[config.mk]
export PLATFORM = sky130hd
export DESIGN_NAME = ecg_sample_sched
export DESIGN_NICKNAME = d
export VERILOG_FILES = /design/src/rtl/ecg_sample_sched.sv
export SDC_FILE = /design/constraint.sdc
export NUM_CORES = 1
export LEC_CHECK = 0
export ABC_AREA = 1
export CAP_MARGIN = 20
export CORE_MARGIN = 2
export CORE_UTILIZATION = 50
export DETAILED_ROUTE_END_ITERATION = 12
export HOLD_SLACK_MARGIN = 0.15
export PLACE_DENSITY = 0.8
export SYNTH_ARGS = -nofsm -noshare
export SYNTH_HDL_FRONTEND = slang
export SYNTH_SLANG_ARGS = --single-unit
[constraint.sdc]
create_clock -name clk -period 2.4 [get_ports clk]
set_input_delay 0.24 -clock clk [delete_from_list [all_inputs] [get_ports clk]]
set_output_delay 0.24 -clock clk [all_outputs]
set_load 0.01 [all_outputs]
[src/rtl/ecg_sample_sched.sv]
// ecg_sample_sched: paces alg_core sample requests against the sample FIFO.
// Pops the FIFO at most once per sample tick, converts offset-binary words to
// signed samples, numbers each delivered sample, and flags underruns/timeouts.
// Build option: define ECG_SCHED_RATE_LIMIT_EN to include the CLK_DIV sample-rate
// divider; without it every request is served as soon as the FIFO allows.
module ecg_sample_sched #(
    parameter int DATA_WIDTH  = 11,
    parameter int CTR_WIDTH   = 22,
    parameter int DATA_OFFSET = 1024,
    parameter int CLK_DIV     = 277778,
    parameter int TIMEOUT     = 8
) (
    input  logic                         clk,
    input  logic                         nrst,
    input  logic                         ce,
    input  logic                         fifo_empty,
    output logic                         fifo_pop,
    input  logic [DATA_WIDTH-1:0]        fifo_rdata,
    input  logic                         fifo_rdata_valid,
    input  logic                         core_data_req,
    output logic                         core_data_valid,
    output logic signed [DATA_WIDTH-1:0] core_sample,
    output logic [CTR_WIDTH-1:0]         sample_num,
    output logic                         underrun,
    output logic [15:0]                  underrun_cnt,
    output logic                         err_timeout
);

    typedef enum logic [1:0] {
        S_IDLE,
        S_WAIT_TICK,
        S_POP,
        S_WAIT_DATA
    } state_t;

    localparam int                    TO_W     = $clog2(TIMEOUT + 1);
    localparam logic [TO_W-1:0]       TO_LAST  = TO_W'(TIMEOUT - 1);
    localparam logic [DATA_WIDTH-1:0] OFFSET_W = DATA_WIDTH'(DATA_OFFSET);

    state_t               state;
    logic [TO_W-1:0]      to_cnt;
    logic [CTR_WIDTH-1:0] count;
    logic                 in_underrun;
    logic                 valid_q;
    logic                 tick_pend;
    logic                 blocked;

`ifdef ECG_SCHED_RATE_LIMIT_EN
    localparam int              DIV_W    = (CLK_DIV > 2) ? $clog2(CLK_DIV) : 1;
    localparam logic [DIV_W-1:0] DIV_LAST = DIV_W'(CLK_DIV - 1);

    logic [DIV_W-1:0] div_cnt;
    logic             tick;
    logic             consume;

    assign tick    = ce && (div_cnt == DIV_LAST);
    assign consume = ce && (state == S_WAIT_TICK) && tick_pend;

    // Free-running sample-period divider, frozen while ce is low.
    always_ff @(posedge clk or negedge nrst) begin
        if (!nrst) begin
            div_cnt <= '0;
        end else if (ce) begin
            div_cnt <= tick ? '0 : div_cnt + 1'b1;
        end
    end

    // Single-entry tick store; a tick landing on the consume cycle survives it.
    always_ff @(posedge clk or negedge nrst) begin
        if (!nrst) begin
            tick_pend <= 1'b0;
        end else begin
            // NOTE: state updates use non-blocking assignments so every register
            // samples pre-edge values regardless of block evaluation order.
            tick_pend <= tick | (tick_pend & ~consume);
        end
    end
`else
    localparam int unused_clk_div = CLK_DIV;
    assign tick_pend = 1'b1;
`endif

    // Strobes are gated by ce so a frozen scheduler never talks to its neighbours.
    assign blocked         = ce && (state == S_POP) && fifo_empty;
    assign fifo_pop        = ce && (state == S_POP) && !fifo_empty;
    assign underrun        = blocked && !in_underrun;
    assign core_data_valid = ce && valid_q;

    // Request/pop/deliver sequencer with underrun and timeout bookkeeping.
    always_ff @(posedge clk or negedge nrst) begin
        if (!nrst) begin
            state        <= S_IDLE;
            to_cnt       <= '0;
            count        <= '0;
            in_underrun  <= 1'b0;
            valid_q      <= 1'b0;
            core_sample  <= '0;
            sample_num   <= '0;
            underrun_cnt <= '0;
            err_timeout  <= 1'b0;
        end else if (ce) begin
            valid_q <= 1'b0;
            case (state)
                S_IDLE: begin
                    if (core_data_req) state <= S_WAIT_TICK;
                end
                S_WAIT_TICK: begin
                    if (tick_pend) state <= S_POP;
                end
                S_POP: begin
                    if (!fifo_empty) begin
                        state       <= S_WAIT_DATA;
                        to_cnt      <= '0;
                        in_underrun <= 1'b0;
                    end else begin
                        // Count each blocked episode once, not every retry cycle.
                        in_underrun <= 1'b1;
                        if (!in_underrun && underrun_cnt != 16'hFFFF)
                            underrun_cnt <= underrun_cnt + 16'd1;
                    end
                end
                S_WAIT_DATA: begin
                    if (fifo_rdata_valid) begin
                        core_sample <= $signed(fifo_rdata - OFFSET_W);
                        sample_num  <= count;
                        count       <= count + 1'b1;
                        valid_q     <= 1'b1;
                        state       <= S_IDLE;
                    end else if (to_cnt == TO_LAST) begin
                        err_timeout <= 1'b1;
                        state       <= S_POP;
                    end else begin
                        to_cnt <= to_cnt + 1'b1;
                    end
                end
                default: state <= S_IDLE;
            endcase
        end
    end

endmodule

# Word level (Yosys, flattened, before mapping)
# Cells that the tools add are included.
# W data, S select, Z words.
# op_classes
div_mod_pow,0
eq_ne,10
addsub,4
reduce_logical,16
muxes,12
bitwise,1
shift,0
order_cmp,0
multipliers,0
# ops
cell,n
$add A22 B1 Y22 const B,1
$add A16 B1 Y16 const B,1
$ne A16 B16 Y1 const B,1
$mux W4,3
$reduce_and A4 Y1,3
$sub A11 B11 Y11 const B,1
$mux W2,4
$ne A2 B2 Y1 const B,4
$pmux W2 S4,1
$pmux W4 S2,1
$logic_and A1 B1 Y1,6
$reduce_and A5 Y1,1
$add A4 B1 Y4 const B,1
$eq A2 B2 Y1 const B,2
$eq A4 B3 Y1 const B,1
$mux W1,3
$ne A3 B3 Y1 const B,1
$reduce_and A3 Y1,1
$eq A2 B1 Y1 const B,1
$logic_not A1 Y1,2
$logic_not A2 Y1,1
$reduce_and A2 Y1,1
$reduce_bool A2 Y1,1
$not A1 Y1,1
# word_totals
mem_bits_ro,0
out_inout_bits,53
ramBits,0
latchBits,0
register_bits,80
inputBits,17
wordCells,52
n_memories,0

# Longest topological paths before layout
# Gate-level depths: netlist (run 1).
# logic_depth
word_depth,4
depth_mapped,9

# Worst setup path after synthesis (run 1)
# No wires, ideal clock.
# synth_timing
kind,reg2reg
from,register underrun_cnt[0]
to,register underrun_cnt[4]
t_arrival_ns,1.587
setup_ns,0.116
required_ns,2.284
slack_ns,0.696
path_stages_with_launch,10
path_cell_list,dfrtp_1 -> ha_1 -> inv_1 -> nor2_4 -> nand2_2 -> o21ai_4 -> inv_4 -> buf_6 -> nand2_1 -> nand2_1
# synth_via
elab_chain_cells,3
word_cells_on_any_way,4
classes_between,add/sub (1); eq/ne (1); reduce/logical (2)
# synth_lines
item,line_no,source
"start, declared",25,"output logic [15:0] underrun_cnt,"
"start signal, assigned",119,underrun_cnt <= underrun_cnt + 16'd1;
branches (longest 3 deep; another with $add A16 B1 Y16),--,
# Parallel ways; which one is timed is not known.
# A chain may end at the register's enable or synchronous reset.

# Worst setup path after layout (run 1)
# layout_timing
from,register state[0]
to,output underrun
# layout_via
elab_chain_cells,4
# layout_lines
item,line_no,source
"start, declared",40,state_t state;
"start signal, assigned",92,state <= S_IDLE;
"start signal, assigned",105,if (core_data_req) state <= S_WAIT_TICK;
"start signal, assigned",108,if (tick_pend) state <= S_POP;
$eq A2 B2 Y1,84,assign blocked = ce && (state == S_POP) && fifo_empty;
$logic_and A1 B1 Y1 (2 in series),84,
$logic_and A1 B1 Y1,86,assign underrun = blocked && !in_underrun;
"end, declared",24,"output logic underrun,"
# No other way between the ends.

==> results.md, run 1 <==
- CTS tree: yes
- Fin crit share: around 90%
- Placed cells: 653
- Largest net degree at the start of global routing: 47
- CP Data Required Time: 2.16 ns
- Drt wl/cell: 13.0 um
- Hold_ws: 0.414 ns
- GRT busiest layer: met2
- Met1 Track Usage GR: 28.4%
- Synth Net Count: between 500 and 600
- Setup crit end kind: output pin
- Max Buffers Root-to-Sink: 2
- Largest family of logic cells by synthesized area: simple AND/OR/NAND/NOR gates
- Slowest cell on the critical path: clkdlybuf4s50_1
- Post-synth EDFFs: 0
- Number of library cell types mapped by synthesis: 29
- Synth Area in Compound Gates: 3.53%
- Ports: 70
- Post-Synth XOR/XNOR Area: approximately 5.0%
- All-Layer GR Usage: 22.1%
- GRT met2 Usage: 37.3%
- Placer Congestion: 0.868
- Static Leak: 0.00234 uW
- Commonest non-fill, non-tap cells in the layout: nand2_1 (215), dfrtp_1 (80), clkdlybuf4s50_1 (67), nor2_1 (40), inv_1 (37)
- Total Wirelength: 8690 um
- Routed vias/inst: 4.99
- RSZ-0062 raised after global routing: false
- Mux cell area share after synthesis: 0%
- Post-route setup TNS: 0 ns
- Clock sinks: 80
- Worst-path clk slew: about 0.080 ns
- Vias in the first global route: 3282
- Residual DRC: 0
- Synthesized area: 3860 um2
- Slowest stage delay, CP: approximately 0.57 ns
- Worst skew pair latency: ~0.35 ns
- GRT overflow: 0
- Port bufs: 69
- DR iter-0 viols: 170
- Die Wd: 91.9 um
- Die Footprint: 8440 um2
- Most common cell after layout, fill and taps aside: nand2_1
- CP max FO: 4
- Die Y: 91.9 um
- Synthesized-area fraction occupied by adder cells: 0.973%
- Pwr Density: between 800 and 900 nW/um2
- Fin nets: about 580
- Synth-to-layout area growth: 27.8%
- DRT Pass-1 Iters: 4
- Tmin final: 2.13 ns
- Crit-path cells: inv_1 > nand3_1 > nor3_4 > clkdlybuf4s50_1
- Syn. warnings: 0
- Setup slack, reg-to-reg: around 0.52 ns
- Global-route wire length before repair: 15000 um
- Clock root cell: clkbuf_8
- Post-synthesis simple-gate area fraction: 33.5%
- Max Cap Violations: 0
- Num CTS Buffers: 9
- Worst VDD drop: around 0.00052 V
- Layout cells sized above 1: between 7 and 8%
- Top FF cell, synth: dfrtp_1
- Post-route ant nets: 0
- # Post-CTS Setup Buffers: 0
- Slew HR: 60.7%
- Fmax achieved: 469 MHz
- Slew @ Worst Pin: 0.590 ns
- Async SR Flop Fraction: 100%
- Clk_skew: about 0.0092 ns
- CTS H-Tree Depth: 3
- #FFs+latches synth: 80
- Core ar.: around 7600 um2
- Row count: 32
- Via Count: 3340
- Worst path arrival time: between 1.5 and 2 ns
- Hold Crit Class: input port to async pin
- # diodes: 0
- CP Launch Type: flip-flop
- Synthesized instance count: 484
- Setup violators final: 0
- Final HPWL from detailed placement: between 6000 and 7000 um
- Starting density of the core: 50.7%
- Non-filler cells, final: 670
- M3 GR Usage: 4.11%
- Mean post-synth cell area: ~8.0 um2
- Outcome: finished, final reports clean
- Sequential area share after synthesis: 51.9%
- CP Class: flip-flop to output pin
- Initial antenna violation count: 0
- Final hold vios: 0
- Max-slew violations: 0
==> cell families after synthesis <==
group           count (synthesis)
simple gates                  307
flops                          80
buf+inv                        48
compound gates                 24
xor+xnor                       22
fa+ha+maj                       3
==> worst max-delay path: cells and delay by family, from the launching register on <==
family	cells	cell delay [ns]
buffers and inverters	2	0.71
flip-flops	1	0.42
AND/OR/NAND/NOR	2	0.41
==> per-layer routing <==
layer / vias to the layer above / wire length, um
met5: - / 0
met4: 0 / 87
met3: 8 / 399
met2: 72 / 4270
met1: 1593 / 3930
li1: 1667 / -
==> path summary, 6_finish.rpt <==
kind / end / start / cells past startpoint
worst max-delay path: underrun / state[0] / 4
worst min-delay path: err_timeout / nrst / 2
worst max register to register: underrun_cnt[8] / underrun_cnt[0] / 8
worst min register to register: core_sample[8] / core_sample[8] / 2
max in group asynchronous: count[18] / nrst / 3
min in group clk: core_sample[9] / fifo_rdata[9] / 3
==> timing repair <==
item                                   in CTS  in global routing
hold buffers                                1                  0
endpoints found under the hold margin      44                  0
setup endpoints to repair                   0                  1
gates resized for setup                     0                  1
==> cell usage after synthesis, types with 2 or more instances <==
| cell | number | area share, % |
|---|---|---|
| clkbuf_1 | 6 | 0.58 |
| buf_6 | 2 | 0.58 |
| dfrtp_1 | 80 | 52 |
| o21ai_0 | 16 | 2.1 |
| nand2_1 | 215 | 21 |
| nand3b_1 | 2 | 0.39 |
| inv_1 | 37 | 3.6 |
| a21oi_1 | 5 | 0.65 |
| ha_1 | 3 | 0.97 |
| xnor2_1 | 13 | 3.0 |
| nor2_4 | 4 | 1.2 |
| nand2_2 | 4 | 0.65 |
| nand3_1 | 24 | 3.1 |
| xor2_1 | 9 | 2.0 |
| nand4_1 | 11 | 1.8 |
| nor2_1 | 40 | 3.9 |
==> through the flow <==
stage | worst slack [ns] | total power (uW) | area [um2] | utilization, %
2_1_floorplan | 0.696 | 2290 | 3860 | -
4_1_cts | 0.0436 | 4020 | 4930 | 64.8
3_5_place_dp | 0.309 | 2880 | 4690 | 61.6
3_3_place_gp | 0.341 | 2840 | 4690 | 61.6
5_1_grt | 0.156 | 4200 | 4930 | 64.8
6_report | 0.269 | 3970 | 4930 | 64.8
==> area by class of cell <==
type | count | area, um2
clock buffer | 10 | 138
clock inverter | 6 | 90.1
fill | 645 | 2680
inverter | 39 | 149
multi-input combinational | 356 | 1660
sequential | 80 | 2000
tap | 102 | 128
timing repair buffer | 77 | 766
==> state kept, by name, summed over array words and instances, names as in the netlist <==
name and flops:
core_sample 11, in_underrun 1, state 2, sample_num 22
to_cnt 4, count 22, underrun_cnt 16, valid_q 1
err_timeout 1
==> power breakdown <==
group	internal, uW	switching [uW]	leakage (uW)
sequential	1590	210	0.00107
combinational	524	520	0.00116
clock	618	511	0.000113
total	2730	1240	0.00234
(Power assumes the default switching activity.)
==> run 2: changes to the inputs <==
--- a/config.mk
+++ b/config.mk
@@ -9,6 +9,7 @@
 export CAP_MARGIN = 20
 export CORE_MARGIN = 2
 export CORE_UTILIZATION = 50
+export CTS_CLUSTER_DIAMETER = 30
 export DETAILED_ROUTE_END_ITERATION = 12
 export HOLD_SLACK_MARGIN = 0.15
 export PLACE_DENSITY = 0.8
==> results of run 2 <==
The final DEF is identical to that of run 1; final timing and power are the same.
==> run 3: changes to the inputs <==
--- a/config.mk
+++ b/config.mk
@@ -13,6 +13,7 @@
 export DETAILED_ROUTE_END_ITERATION = 12
 export HOLD_SLACK_MARGIN = 0.15
 export PLACE_DENSITY = 0.8
+export SLEW_MARGIN = 30
 export SYNTH_ARGS = -nofsm -noshare
 export SYNTH_HDL_FRONTEND = slang
 export SYNTH_SLANG_ARGS = --single-unit
==> results of run 3 <==
The final DEF is identical to that of run 1; final timing and power are the same.
